## src/rtl/cmp_pipe.sv

```systemverilog
// -----------------------------------------------------------------------------
// cmp_pipe : pipelined RV32I branch / set-less-than comparator.
//
// Operands are compared MSB chunk first, CHUNK bits per pipeline stage, so a
// WIDTH-bit compare takes STAGES = WIDTH/CHUNK cycles. Each stage carries the
// running equal / less-than state plus the operand bits still to be compared.
// Valid/ready handshake on both sides, synchronous flush, synchronous reset.
//
// Ports
//   clk_i        clock, all state changes on the rising edge
//   rst_i        synchronous active-high reset
//   flush_i      synchronous kill of every in-flight operation
//   in_valid_i   operation presented
//   in_ready_o   block accepts this cycle (combinational from out_ready_i)
//   cmpop_i      branch funct3 (beq, bne, blt, bge, bltu, bgeu)
//   a_i, b_i     operands (rs1, rs2/immediate)
//   tag_i        opaque ID returned unchanged with the result
//   out_valid_o  result available
//   out_ready_i  consumer takes the result this cycle
//   br_en_o      branch condition for the operation's funct3
//   lt_flag_o    a < b (signed for blt/bge, unsigned otherwise)
//   eq_flag_o    a == b
//   out_tag_o    tag of the presented result
// -----------------------------------------------------------------------------

package cmp_pipe_pkg;

   // RV32I branch funct3 encodings; 010/011 are not branches.
   typedef enum logic [2:0] {
      BEQ  = 3'b000,
      BNE  = 3'b001,
      BLT  = 3'b100,
      BGE  = 3'b101,
      BLTU = 3'b110,
      BGEU = 3'b111
   } branch_funct3_t;

endpackage

module cmp_pipe
   import cmp_pipe_pkg::*;
#(
   parameter int unsigned WIDTH = 32,
   parameter int unsigned CHUNK = 8,
   parameter int unsigned TAG_W = 4
) (
   input  logic             clk_i,
   input  logic             rst_i,
   input  logic             flush_i,
   input  logic             in_valid_i,
   output logic             in_ready_o,
   input  logic [2:0]       cmpop_i,
   input  logic [WIDTH-1:0] a_i,
   input  logic [WIDTH-1:0] b_i,
   input  logic [TAG_W-1:0] tag_i,
   output logic             out_valid_o,
   input  logic             out_ready_i,
   output logic             br_en_o,
   output logic             lt_flag_o,
   output logic             eq_flag_o,
   output logic [TAG_W-1:0] out_tag_o
);

   localparam int unsigned STAGES = WIDTH / CHUNK;

   if ((WIDTH % CHUNK) != 0) begin : g_bad_chunk
      $error("cmp_pipe: WIDTH must be a multiple of CHUNK");
   end

   logic accept_c;

   // Stage 0 can take a new op when it is empty or draining downstream.
   assign in_ready_o = ~rst_i & ~flush_i & g_stage[0].move_c;
   assign accept_c   = in_valid_i & in_ready_o;

   for (genvar k = 0; k < int'(STAGES); k++) begin : g_stage
      // Operand bits not yet consumed when entering this stage.
      localparam int unsigned IW = WIDTH - CHUNK * k;

      logic             src_v;
      logic [2:0]       src_op;
      logic [TAG_W-1:0] src_tag;
      logic [IW-1:0]    src_a;
      logic [IW-1:0]    src_b;
      logic             src_eq;
      logic             src_lt;

      logic [CHUNK-1:0] ca;
      logic [CHUNK-1:0] cb;
      logic             chunk_lt;
      logic             eq_d;
      logic             lt_d;
      logic             move_c;
      logic             load_c;

      logic             v_q;
      logic [TAG_W-1:0] tag_q;
      logic             eq_q;
      logic             lt_q;

      // Source of this stage: the input port for stage 0, else the stage above.
      if (k == 0) begin : g_src
         assign src_v   = accept_c;
         assign src_op  = cmpop_i;
         assign src_tag = tag_i;
         assign src_a   = a_i;
         assign src_b   = b_i;
         assign src_eq  = 1'b1;
         assign src_lt  = 1'b0;
      end else begin : g_src
         assign src_v   = g_stage[k-1].v_q;
         assign src_op  = g_stage[k-1].g_fwd.op_q;
         assign src_tag = g_stage[k-1].tag_q;
         assign src_a   = g_stage[k-1].g_fwd.a_q;
         assign src_b   = g_stage[k-1].g_fwd.b_q;
         assign src_eq  = g_stage[k-1].eq_q;
         assign src_lt  = g_stage[k-1].lt_q;
      end

      assign ca = src_a[IW-1 -: CHUNK];
      assign cb = src_b[IW-1 -: CHUNK];

      // Only the MSB chunk carries the sign, and only for blt/bge.
      if (k == 0) begin : g_cmp
         logic sgn_c;
         assign sgn_c    = (src_op == BLT) | (src_op == BGE);
         assign chunk_lt = sgn_c ? ($signed(ca) < $signed(cb)) : (ca < cb);
      end else begin : g_cmp
         assign chunk_lt = ca < cb;
      end

      assign eq_d = src_eq & (ca == cb);
      assign lt_d = src_lt | (src_eq & chunk_lt);

      // Stage may load when empty or when its contents leave this cycle.
      if (k == int'(STAGES) - 1) begin : g_move
         assign move_c = ~v_q | out_ready_i;
      end else begin : g_move
         assign move_c = ~v_q | g_stage[k+1].move_c;
      end

      // Data fields only change when a valid op actually lands here.
      assign load_c = move_c & src_v & ~flush_i;

      always_ff @(posedge clk_i) begin
         if (rst_i) begin
            v_q   <= 1'b0;
            tag_q <= '0;
            eq_q  <= 1'b0;
            lt_q  <= 1'b0;
         end else if (flush_i) begin
            v_q <= 1'b0;
         end else if (move_c) begin
            v_q <= src_v;
            if (src_v) begin
               tag_q <= src_tag;
               eq_q  <= eq_d;
               lt_q  <= lt_d;
            end
         end
      end

      if (k != int'(STAGES) - 1) begin : g_fwd
         // Carry the opcode and the still-unresolved low operand bits.
         logic [2:0]          op_q;
         logic [IW-CHUNK-1:0] a_q;
         logic [IW-CHUNK-1:0] b_q;

         always_ff @(posedge clk_i) begin
            if (rst_i) begin
               op_q <= '0;
               a_q  <= '0;
               b_q  <= '0;
            end else if (load_c) begin
               op_q <= src_op;
               a_q  <= src_a[IW-CHUNK-1:0];
               b_q  <= src_b[IW-CHUNK-1:0];
            end
         end
      end else begin : g_out
         logic br_d;
         logic br_q;

         // Branch decision from the fully folded flags.
         always_comb begin
            br_d = 1'b0;
            case (src_op)
               BEQ:        br_d = eq_d;
               BNE:        br_d = ~eq_d;
               BLT, BLTU:  br_d = lt_d;
               BGE, BGEU:  br_d = ~lt_d;
               default:    br_d = 1'b0;
            endcase
         end

         always_ff @(posedge clk_i) begin
            if (rst_i) begin
               br_q <= 1'b0;
            end else if (load_c) begin
               br_q <= br_d;
            end
         end

         assign out_valid_o = v_q;
         assign br_en_o     = br_q;
         assign lt_flag_o   = lt_q;
         assign eq_flag_o   = eq_q;
         assign out_tag_o   = tag_q;
      end
   end

endmodule

```

## config.mk

```make
export PLATFORM = sky130hd
export DESIGN_NAME = cmp_pipe
export DESIGN_NICKNAME = d
export VERILOG_FILES = /design/src/rtl/cmp_pipe.sv
export SDC_FILE = /design/constraint.sdc
export NUM_CORES = 1
export LEC_CHECK = 0
export CAP_MARGIN = 20
export CORE_MARGIN = 1
export CORE_UTILIZATION = 54
export DETAILED_ROUTE_END_ITERATION = 10
export PLACE_DENSITY = 0.77
export SYNTH_ARGS = -nofsm -noshare
export SYNTH_HDL_FRONTEND = slang
export SYNTH_SLANG_ARGS = --single-unit
```

## constraint.sdc

```tcl
create_clock -name clk_i -period 2.45 [get_ports clk_i]
set_clock_uncertainty 0.15 [all_clocks]
set_input_delay 0.245 -clock clk_i [delete_from_list [all_inputs] [get_ports clk_i]]
set_output_delay 0.245 -clock clk_i [all_outputs]
set_load 0.005 [all_outputs]
```

==> results of run 1 <==
[critical path: stages, from the launching register on]
cell and delay [ns]:
dfxtp_1 0.34, and4b_4 0.24, a21boi_2 0.20, clkdlybuf4s50_1 0.53
[flip-flops by register name, indices dropped and copies added, names as in the netlist]
name / cells
eq_flag_o: 1
br_en_o: 1
g_stage.tag_q: 12
out_tag_o: 4
g_stage.v_q: 3
g_stage.g_fwd.op_q: 9
g_stage.g_fwd.a_q: 48
g_stage.g_fwd.b_q: 48
g_stage.lt_q: 3
g_stage.eq_q: 3
lt_flag_o: 1
out_valid_o: 1
[final cells by class]
cell class                 count  area [um2]  share of cell area [%]
clock buffer                  18         418                    5.88
clock inverter                14         174                    2.45
inverter                      37         139                    1.95
multi-input combinational    498        2550                    35.9
sequential                   134        2680                    37.7
tap                          133         166                    2.34
timing repair buffer          95         973                    13.7
[layout by cell type, fill, tap and decap left out, types with 3 or more instances in the layout]
cell,n
nand2_1,255
a21oi_1,137
dfxtp_1,134
clkdlybuf4s50_1,83
inv_1,37
ha_1,32
clkbuf_16,16
nand4_1,7
nor2_1,7
buf_4,7
o21a_1,6
nor2b_1,5
nand3_1,5
nor3_1,4
o21ai_0,4
inv_6,4
clkinvlp_4,4
buf_12,4
nor3b_2,3
or3_1,3
nor4_1,3
a31oi_1,3
nand3b_1,3
bufinv_16,3
[power groups by stage]
stage               Sequential (W)  Combinational, W  Clock, W
floorplan                  0.00227          0.000156         0
global placement           0.00228          0.000309         0
detailed placement         0.00228          0.000321         0
CTS                        0.00223          0.000325   0.00254
global route               0.00224          0.000357   0.00265
finish                     0.00223          0.000325   0.00251
[metrics by stage]
step | power [W] | instances | setup slack (ns)
global route | 0.00524 | 929 | 0.160
detailed placement | 0.00260 | 896 | 0.154
finish | 0.00507 | 929 | 0.226
CTS | 0.00510 | 929 | 0.197
floorplan | 0.00243 | 710 | 0.753
global placement | 0.00259 | 896 | 0.239
[what timing repair did]
item                                   CTS  global route
hold buffers                             1             0
endpoints found under the hold margin    3             0
resized for setup                        0             0
buffers inserted                         0             0
[metal layers]
| layer | vias to the layer above | track usage (%) | part of all wire, % |
|---|---|---|---|
| li1 | 2485 | - | - |
| met1 | 2246 | 27.0 | 45 |
| met2 | 97 | 42.6 | 50 |
| met3 | 21 | 5.79 | 2.9 |
| met4 | 0 | 8.18 | 1.9 |
| met5 | - | 0 | 0 |
[logic make-up after synthesis]
kind of cell,Yosys count,synth area share (%)
compound gates,158,15.2
simple gates,308,23.3
flops,134,48.2
fa+ha+maj,32,7.19
buf+inv,78,6.13
[worst min-delay path by stage]
stage                             startpoint                        to  slack (ns)  cells after the start
finish                                a_i[4]   g_stage[0].g_fwd.a_q[4]        0.12                      3
CTS                                   a_i[4]   g_stage[0].g_fwd.a_q[4]        0.11                      3
global placement    g_stage[0].g_fwd.op_q[0]  g_stage[1].g_fwd.op_q[0]        0.29                      2
global route                          a_i[6]   g_stage[0].g_fwd.a_q[6]        0.12                      3
detailed placement  g_stage[0].g_fwd.op_q[0]  g_stage[1].g_fwd.op_q[0]        0.29                      2
floorplan                            flush_i            g_stage[0].v_q        0.17                      1
[synth_stat cells (all sizes together)]
cell type / n / area share (%)
nand3: 5 / 0.45
a311oi: 1 / 0.16
o32ai: 1 / 0.29
o21a: 6 / 0.81
and3b: 1 / 0.16
a211o: 1 / 0.16
a21boi: 1 / 0.20
nor2b: 5 / 0.56
inv: 37 / 2.5
buf: 20 / 2.2
or3b: 2 / 0.31
and2: 1 / 0.11
nand2: 256 / 17
o21ai: 4 / 0.36
nand2b: 1 / 0.11
dfxtp: 134 / 48
a21o: 1 / 0.13
nor3: 4 / 0.36
a31oi: 3 / 0.34
or4: 1 / 0.13
o211ai: 1 / 0.13
nor2: 8 / 0.58
nand4: 7 / 0.79
or3: 3 / 0.34
a21oi: 137 / 12
o21bai: 1 / 0.13
nand3b: 3 / 0.40
o41ai: 1 / 0.16
and4b: 1 / 0.25
nor4: 3 / 0.34
clkbuf: 21 / 1.4
nand4b: 1 / 0.16
nor4b: 1 / 0.16
ha: 32 / 7.2
nor3b: 5 / 0.85
==> metrics.yaml, run 1 <==
status:
  outcome: "completed"
critical_path:
  endpoint: "in_ready_o"
  cp-end-kind: "output port"
  r2r_cells: 7
  critPathArrivalTime_ns: 1.83
  worstPathRequired_ns: 2.06
  worstReg2RegEnd: "br_en_o"
  critPathMaxFanout: 5
  path_class: "reg2out"
  rrSetupSlack_ns: 0.46
  critPathLaunch: "out_valid_o"
  start_kind: "flop"
  r2r-start: "g_stage[2].g_fwd.b_q[6]"
timing:
  setup_viol: 0
  tightest_slew_ns: 0.577
  hold_ws_ns: 0.118
  final.min_clock_period_ns: 2.22
  period_share_pct: 90.8
  tns_ns: 0
  slew_headroom_pct: 61.2
  rsz0062_at_grt: "no"
  hold_viol: 0
  fmax_mhz: 450
  slew_viol_final: 0
placed_design:
  placed_area_um2: 6500
  port_buffers: 84
  place.gp.congestion: 0.842
  hpwl_mm: 8.21
drt:
  drc: 0
  vias: 4849
  drt-initial-drc-count: 219
  route.detailed.wl_per_inst_um: 13.3
  routed_via_density: 5.22
  finalWirelength_mm: 12.4
  drt_pass1_iterations: 4
  drtAntennaViolNets: 0
final_layout:
  fillers: 743
  syn_to_final_growth_pct: 27.6
  antenna_cells: 0
  fin_nets: 891
  finish.utilization_pct: 72.0
  final_cell_area_um2: 7110
  drive_above_1_share_pct: 6.41
clocking:
  clock_latency_ns: 0.52
  cts.reportedPaths.clkPinSlew_ns: 0.06
  cts_tree: "done"
  cts.sinks: 134
  root_buffer: "clkbuf_8"
  numCtsBuffers: 17
  cts_max_level: 4
  cts.path.max_buffers: 2
power_and_ir_drop:
  leakage_nw: 2.53
  clock_power_share_pct: 49.6
  internal-power_w: 0.00395
  pwr-share-seq_pct: 44.0
  comb_power_share_pct: 6.4
  p_sw_share_pct: 22.2
  p_per_area_nw_per_um2: 713
  ir_drop_mv: 0.653
  p_switching_w: 0.00112
global_routing:
  grt_pass1_wl_mm: 20.5
  antenna_found_initial: 0
  grt_pass1_vias: 4654
  grt_usage_pct: 23.6
  grt_max_degree: 136
  overflow: 0
yosys:
  ys_seq_area_share_pct: 48.2
  avgSynthCellArea_um2: 7.84
  syn_nets: 818
  synth-seq-cells: 134
  yosysWarnings: 0
  syn_inst: 710
  ys_types: 39
  syn_area_um2: 5570
floorplan:
  core-area_um2: 9860
  die_y_um: 104
  die_area_um2: 10700
  rows: 36
  pin_count: 85
  start_util_pct: 56.5
  die_w_um: 104
flow_run:
  max-cap-violations: 0
min_path:
  hold_class: "in2reg"
Power figures use the tool's default switching activity.
==> inputs of run 2 (changes only) <==
- CORE_MARGIN: 1 -> 2
- GPL_ROUTABILITY_DRIVEN: not set -> 0
- PLACE_DENSITY: 0.77 -> 0.8
==> metrics.yaml, run 2 (synthesis results as in run 1) <==
final_layout:
  finish.utilization_pct: 70.5  # -1.6 points
  most-common-layout-cells: "nand2_1 (255), a21oi_1 (137), dfxtp_1 (134)"
  final_cell_count_no_fill: 935  # +0.65%
  syn_to_final_growth_pct: 28.9
  regArea_um2: 2680  # unchanged
  fillers: 786  # +5.8%
  drive_above_1_share_pct: 6.76  # +0.35 points
  antenna_cells: 0  # unchanged
  top_regs: "g_stage.g_fwd.a_q x48, g_stage.g_fwd.b_q x48, g_stage.tag_q x12"
  final_common_cell: "nand2_1"
  multi_input_area_um2: 2550  # unchanged
  fin_nets: 894  # +0.34%
critical_path:
  cp-end-kind: "output port"
  critPathArrivalTime_ns: 1.92  # +0.09 ns
  path_class: "in2out"
  worstPathRequired_ns: 2.06  # about the same
  r2r_cells: 7  # unchanged
  worstReg2RegEnd: "br_en_o"
  rrSetupSlack_ns: 0.47  # about the same
  start_kind: "input port"
  r2r-start: "g_stage[2].g_fwd.b_q[5]"
  critPathMaxFanout: 30  # +25
global_routing:
  grt_usage_pct: 24.0  # +0.37 points
  antenna_found_initial: 0  # unchanged
  overflow: 0  # unchanged
  grt_max_degree: 57  # -58%
  grt_pass1_wl_mm: 21.5  # +4.9%
  grt_pass1_vias: 4788  # +2.9%
min_path:
  hold_class: "in2reg"
  holdPathStages: 3  # unchanged
  hp-start: "b_i[17]"
  min_to: "g_stage[0].g_fwd.b_q[17]"
status:
  outcome: "completed"
floorplan:
  pin_count: 85  # unchanged
  core-area_um2: 10200  # +3.2%
  die_y_um: 106  # +1.9%
  die_area_um2: 11100  # +3.9%
  start_util_pct: 54.7  # -1.8 points
  rows: 37  # +2.8%
  die_w_um: 106  # +1.9%
power_and_ir_drop:
  ir_drop_mv: 0.489  # -25%
  clock_power_share_pct: 51.9  # +2.3 points
  internal-power_w: 0.00419  # +6.1%
  comb_power_share_pct: 6.1  # -0.3 points
  p_per_area_nw_per_um2: 741  # +3.8%
  total_power_w: 0.00532  # +4.9%
  pwr-share-seq_pct: 42.0  # -2.0 points
  p_switching_w: 0.00113  # +0.76%
  p_sw_share_pct: 21.3  # -0.88 points
  leakage_nw: 2.57  # +1.8%
timing:
  hold_viol: 0  # unchanged
  period_share_pct: 94.6  # +3.8 points
  tns_ns: 0  # unchanged
  tightest_slew_ns: 0.551  # -0.0255 ns
  setup_viol: 0  # unchanged
  final.min_clock_period_ns: 2.32  # +0.0926 ns
  rsz0062_at_grt: "no"
  hold_ws_ns: 0.113  # -0.00502 ns
  slew_viol_final: 0  # unchanged
  slew_headroom_pct: 62.9  # +1.7 points
  fmax_mhz: 432  # -4.0%
drt:
  drtAntennaViolNets: 0  # unchanged
  drt_pass1_iterations: 5  # +1
  routed_via_density: 5.30  # +1.5%
  route.detailed.wl_per_inst_um: 13.8  # +3.4%
  drt-initial-drc-count: 328  # +50%
  finalWirelength_mm: 12.9  # +4.1%
  drc: 0  # unchanged
  vias: 4955  # +2.2%
clocking:
  cts.path.max_buffers: 2  # unchanged
  cts_max_level: 4  # unchanged
  cts.sinks: 134  # unchanged
  cts_tree: "done"
  cts_resized: 0  # unchanged
  clock_latency_ns: 0.52  # about the same
  numCtsBuffers: 17  # unchanged
  root_buffer: "clkbuf_8"
  cts.reportedPaths.clkPinSlew_ns: 0.06  # about the same
placed_design:
  port_buffers: 84  # unchanged
  dp.cells: 902  # +0.67%
  hpwl_mm: 8.45  # +2.9%
flow_run:
  max-cap-violations: 0  # unchanged
==> run 2: cell count changes in the layout (fill, tap and decap cells not counted) <==
cell | previous run | this run
buf_4 | 7 | 11
clkinv_4 | 1 | 4
clkinvlp_4 | 4 | 1
bufinv_16 | 3 | 5
clkinv_2 | 2 | 0
buf_12 | 4 | 3
clkbuf_8 | 1 | 2
inv_6 | 4 | 3
==> run 2: cell type report <==
type	count	share of cell area (%)
Sequential cell	134	37.4
Multi-Input combinational cell	498	35.6
Timing Repair Buffer	98	13.7
Clock buffer	19	6.01
Clock inverter	13	3.05
Tap cell	136	2.37
Inverter	37	1.93
==> run 2: metrics by stage <==
stage	cell area, um2	setup slack, ns
global placement	6520	0.272
global route	7180	0.0717
floorplan	5570	0.753
CTS	7180	0.127
finish	7180	0.133
detailed placement	6520	0.213
==> run 2: worst max-delay path by stage <==
stage                            start              end  slack [ns]  cells after the start
2_1_floorplan  g_stage[2].g_fwd.b_q[6]          br_en_o        0.75                      7
3_3_place_gp               out_ready_i  g_stage[2].eq_q        0.27                      6
3_5_place_dp               out_ready_i  g_stage[2].eq_q        0.21                      6
4_1_cts                          rst_i       in_ready_o        0.13                      5
5_1_grt                          rst_i       in_ready_o        0.07                      5
6_report                         rst_i       in_ready_o        0.13                      5
==> run 2: power groups by stage <==
stage	clock network, W	logic (W)	registers [W]
after floorplan	0	0.000156	0.00227
after detailed placement	0	0.000323	0.00228
after global routing	0.00288	0.000360	0.00224
after global placement	0	0.000312	0.00228
final	0.00276	0.000327	0.00223
after CTS	0.00278	0.000327	0.00223
==> run 2: repair_timing <==
action,in CTS,in global routing
hold endpoints to repair,24,0
setup buffers,0,0
hold buffers,1,0
==> run 2: critical path: stages <==
cell             delay [ns]
dlygate4sd3_1          0.54
buf_4                  0.24
nor2_2                 0.13
a21boi_2               0.23
clkdlybuf4s50_1        0.53
==> run 2: layer usage <==
| metal | share of wire [%] | vias up | track usage, % |
|---|---|---|---|
| li1 | - | 2490 | - |
| met1 | 43 | 2305 | 29.1 |
| met2 | 50 | 135 | 41.6 |
| met3 | 4.8 | 25 | 6.06 |
| met4 | 1.8 | 0 | 7.89 |
| met5 | 0 | - | 0 |
==> edit 1, RTL diff (flow settings as in run 2) <==
Put one more register stage on the output `eq_flag_o`, without a reset. The value now appears one clock later. The other outputs are not delayed to match.
--- a/src/rtl/cmp_pipe.sv
+++ b/src/rtl/cmp_pipe.sv
@@ -65,2 +65,4 @@
 
+   logic eq_flag_d;
+
    if ((WIDTH % CHUNK) != 0) begin : g_bad_chunk
@@ -206,3 +208,3 @@
          assign lt_flag_o   = lt_q;
-         assign eq_flag_o   = eq_q;
+         assign eq_flag_d   = eq_q;
          assign out_tag_o   = tag_q;
@@ -211,2 +213,6 @@
 
+   always_ff @(posedge clk_i) begin
+      eq_flag_o <= eq_flag_d;
+   end
+
 endmodule
Formal check against the unedited RTL: not equivalent (Yosys sat finds a counterexample within 10 cycles, from zero or initial values and one cycle with rst_i high).
==> edit 1 against run 2 <==
- final area shrank 0.61%
- wire length shrank 2.8%
- critical path depth is the same
- sequential cell count grew 1
- maximum frequency grew 0.98%
- total power shrank 4.4%
- area after synthesis grew 0.36%
- worst setup slack gained 22 ps
- first-iteration DRC count shrank 27%
- global-route usage shrank 0.77 points
- count of clock-buffer cells in the layout is the same
- register-to-register slack gained 70 ps
- critical path type unchanged
- highest routed layer unchanged
==> edit 1: results <==
<?xml version="1.0" encoding="UTF-8"?>
<metrics>
  <group name="logic_synthesis">
    <metric name="synth.cell_area" unit="sq mm">0.00559</metric>
    <metric name="post_synth_fa_ha_maj_area_fraction" unit="%">7.16</metric>
    <metric name="yosys.area.top_type_share" unit="%">48.4</metric>
    <metric name="synthCells" unit="">711</metric>
  </group>
  <group name="timing">
    <metric name="worst_hold_slack" unit="ps">121</metric>
    <metric name="fin_crit_sh" unit="%">93.6</metric>
    <metric name="slew_at_the_pin_with_the_worst_max_slew_slack" unit="ps">580</metric>
  </group>
  <group name="final_layout">
    <metric name="seq_area" unit="sq mm">0.00270</metric>
    <metric name="layout-drive-gt1-share" unit="%">6.64</metric>
    <metric name="nFillCells" unit="">782</metric>
    <metric name="nonclk_buf_count" unit="">97</metric>
  </group>
  <group name="power_and_ir_drop">
    <metric name="max-vdd-ir-drop" unit="V">0.000363</metric>
    <metric name="power.switching_fraction" unit="%">21.4</metric>
    <metric name="p_seq_share" unit="%">44.2</metric>
    <metric name="power.total" unit="mW">5.09</metric>
  </group>
  <group name="detailed_routing">
    <metric name="met1Wirelength" unit="um">5410</metric>
    <metric name="drtIter0Drc" unit="">238</metric>
    <metric name="routed_wl" unit="um">12500</metric>
    <metric name="avgViaCountPerCell" unit="">5.23</metric>
    <metric name="drt_pass1_iterations" unit="">7</metric>
    <metric name="route.met3.wl" unit="um">565</metric>
  </group>
  <group name="global_route">
    <metric name="met1_usage" unit="%">27.7</metric>
    <metric name="via_count_of_the_first_global_routing_pass" unit="">4673</metric>
    <metric name="grtUsageMet2" unit="%">40.6</metric>
    <metric name="grt_max_degree" unit="">136</metric>
    <metric name="groute.layer.met3.usage" unit="%">5.32</metric>
    <metric name="grt_pass1_wl" unit="um">20900</metric>
  </group>
  <group name="min_path">
    <metric name="whs_endpoint" unit="">g_stage[0].g_fwd.b_q[16]$_SDFFE_PP0P_</metric>
  </group>
  <group name="clocking">
    <metric name="clock_sinks" unit="">135</metric>
  </group>
  <group name="critical_path">
    <metric name="crit_fanout" unit="">5</metric>
    <metric name="worstReg2RegStart" unit="">g_stage[2].g_fwd.b_q[7]$_SDFFE_PP0P_</metric>
    <metric name="r2r_setup_slack" unit="ps">540</metric>
  </group>
  <group name="status">
    <metric name="result_of_the_run" unit="">completed</metric>
  </group>
</metrics>
[edit 1: cell types whose count changed in the layout (fill, tap and decap cells not counted)]
cell and change:
sky130_fd_sc_hd__bufinv_16 -2, sky130_fd_sc_hd__buf_4 -1, sky130_fd_sc_hd__dfxtp_1 +1, sky130_fd_sc_hd__inv_6 -3
sky130_fd_sc_hd__clkbuf_8 +1, sky130_fd_sc_hd__clkinv_2 +4, sky130_fd_sc_hd__clkbuf_1 -1
[edit 1: worst reg2reg max path, stage by stage (launching register included)]
cell and delay (ps):
sky130_fd_sc_hd__dfxtp_1 340, sky130_fd_sc_hd__inv_1 50, sky130_fd_sc_hd__ha_1 290, sky130_fd_sc_hd__nand4_1 140, sky130_fd_sc_hd__nor4_1 460, sky130_fd_sc_hd__nor3b_1 110
sky130_fd_sc_hd__a21oi_1 140, sky130_fd_sc_hd__nand4_1 100
==> edit 2, RTL diff (config.mk and constraints of run 2) <==
Without the edit above. Set the parameter `TAG_W` to 3 (it was 4).
--- a/src/rtl/cmp_pipe.sv
+++ b/src/rtl/cmp_pipe.sv
@@ -44,3 +44,3 @@
    parameter int unsigned CHUNK = 8,
-   parameter int unsigned TAG_W = 4
+   parameter int unsigned TAG_W = 3
 ) (
Interface: changed (resized out_tag_o and tag_i); port bits go from 85 to 83. The function was not compared with the original's and may differ.
==> edit 2 against run 2 <==
- area after synthesis shrank 2.9%
- wire length decreased by 4.9%
- total power down 7.1%
- sequential cell count is 4 lower
- largest power group unchanged
- die area is 2.8% lower
- final cell count is 2.0% lower
- final area shrank 3.0%
- critical endpoint unchanged
- worst setup slack better by 65 ps
==> edit 2: results <==
<?xml version="1.0" encoding="UTF-8"?>
<metrics>
  <group name="logic_synthesis">
    <metric name="syn-num-nets" unit="">800</metric>
    <metric name="seq_area_frac_synth" unit="%">48.1</metric>
    <metric name="synthCells" unit="">693</metric>
    <metric name="post_synth_fa_ha_maj_area_fraction" unit="%">7.40</metric>
    <metric name="yosysUniqueCellTypes" unit="">37</metric>
    <metric name="netlist_top_cells_area" unit="">sky130_fd_sc_hd__dfxtp_1 48%, sky130_fd_sc_hd__nand2_1 17%, sky130_fd_sc_hd__a21oi_1 12%, sky130_fd_sc_hd__ha_1 7.4%, sky130_fd_sc_hd__inv_1 2.6%</metric>
    <metric name="synth.cells.most_frequent" unit="">248 x sky130_fd_sc_hd__nand2_1, 133 x sky130_fd_sc_hd__a21oi_1, 130 x sky130_fd_sc_hd__dfxtp_1</metric>
  </group>
  <group name="detailed_routing">
    <metric name="routed_wl" unit="um">12200</metric>
    <metric name="drt-wirelength-per-cell" unit="um">13.4</metric>
    <metric name="drt_pass1_iterations" unit="">5</metric>
    <metric name="drtIter0Drc" unit="">293</metric>
  </group>
  <group name="power_and_ir_drop">
    <metric name="share_of_total_power_in_combinational_logic" unit="%">6.5</metric>
    <metric name="clock_group" unit="mW">2.45</metric>
    <metric name="power.total" unit="mW">4.94</metric>
    <metric name="power.static_leakage" unit="nW">2.50</metric>
    <metric name="max-vdd-ir-drop" unit="V">0.000343</metric>
  </group>
  <group name="timing">
    <metric name="relSlewSlack" unit="%">65.4</metric>
  </group>
  <group name="critical_path">
    <metric name="worst_path_max_delay_cell" unit="">sky130_fd_sc_hd__clkdlybuf4s50_1</metric>
    <metric name="cp_data_arrival_time" unit="ps">1860</metric>
    <metric name="crit_fanout" unit="">5</metric>
  </group>
  <group name="status">
    <metric name="result_of_the_run" unit="">completed</metric>
  </group>
  <group name="global_route">
    <metric name="grt_max_degree" unit="">132</metric>
    <metric name="via_count_of_the_first_global_routing_pass" unit="">4736</metric>
    <metric name="grt_pass1_wl" unit="um">20900</metric>
    <metric name="track_usage" unit="%">23.6</metric>
  </group>
  <group name="placement">
    <metric name="detailed_place.area" unit="sq mm">0.00638</metric>
    <metric name="placement.setup.worst_slack" unit="ps">233</metric>
    <metric name="post_placement_cell_count" unit="">885</metric>
    <metric name="dpl.hpwl" unit="um">8380</metric>
  </group>
  <group name="final_layout">
    <metric name="area_growth_syn_to_layout" unit="%">28.7</metric>
    <metric name="nFillCells" unit="">746</metric>
    <metric name="layout-drive-gt1-share" unit="%">6.77</metric>
    <metric name="final_net_count" unit="">878</metric>
  </group>
</metrics>
## edit 2: cell type report
type | instances | area share [%]
clock buffers | 21 | 6.45
clock inverters | 10 | 1.92
inverters | 37 | 1.99
multi-input cells | 486 | 35.7
flip-flops and latches | 130 | 37.4
well taps | 133 | 2.39
repair buffers | 99 | 14.1
## edit 2: layer usage
layer  GRT usage (%)  share of wire (%)
met3            5.14                4.8
met5               0                  0
met2            44.1                 53
met1            26.2                 39
met4            8.11                2.4
## edit 2: path summary, 6_finish.rpt
path                                        startpoint  cells after the start  slack (ps)                       end
setup / recovery              out_valid_o$_SDFFE_PP0P_                      3         200                in_ready_o
hold reg to reg                 eq_flag_o$_SDFFE_PP0P_                      2         300    eq_flag_o$_SDFFE_PP0P_
setup reg to reg  g_stage[2].g_fwd.b_q[6]$_SDFFE_PP0P_                      7         460      br_en_o$_SDFFE_PP0P_
hold / removal                                   rst_i                      4          30  out_valid_o$_SDFFE_PP0P_
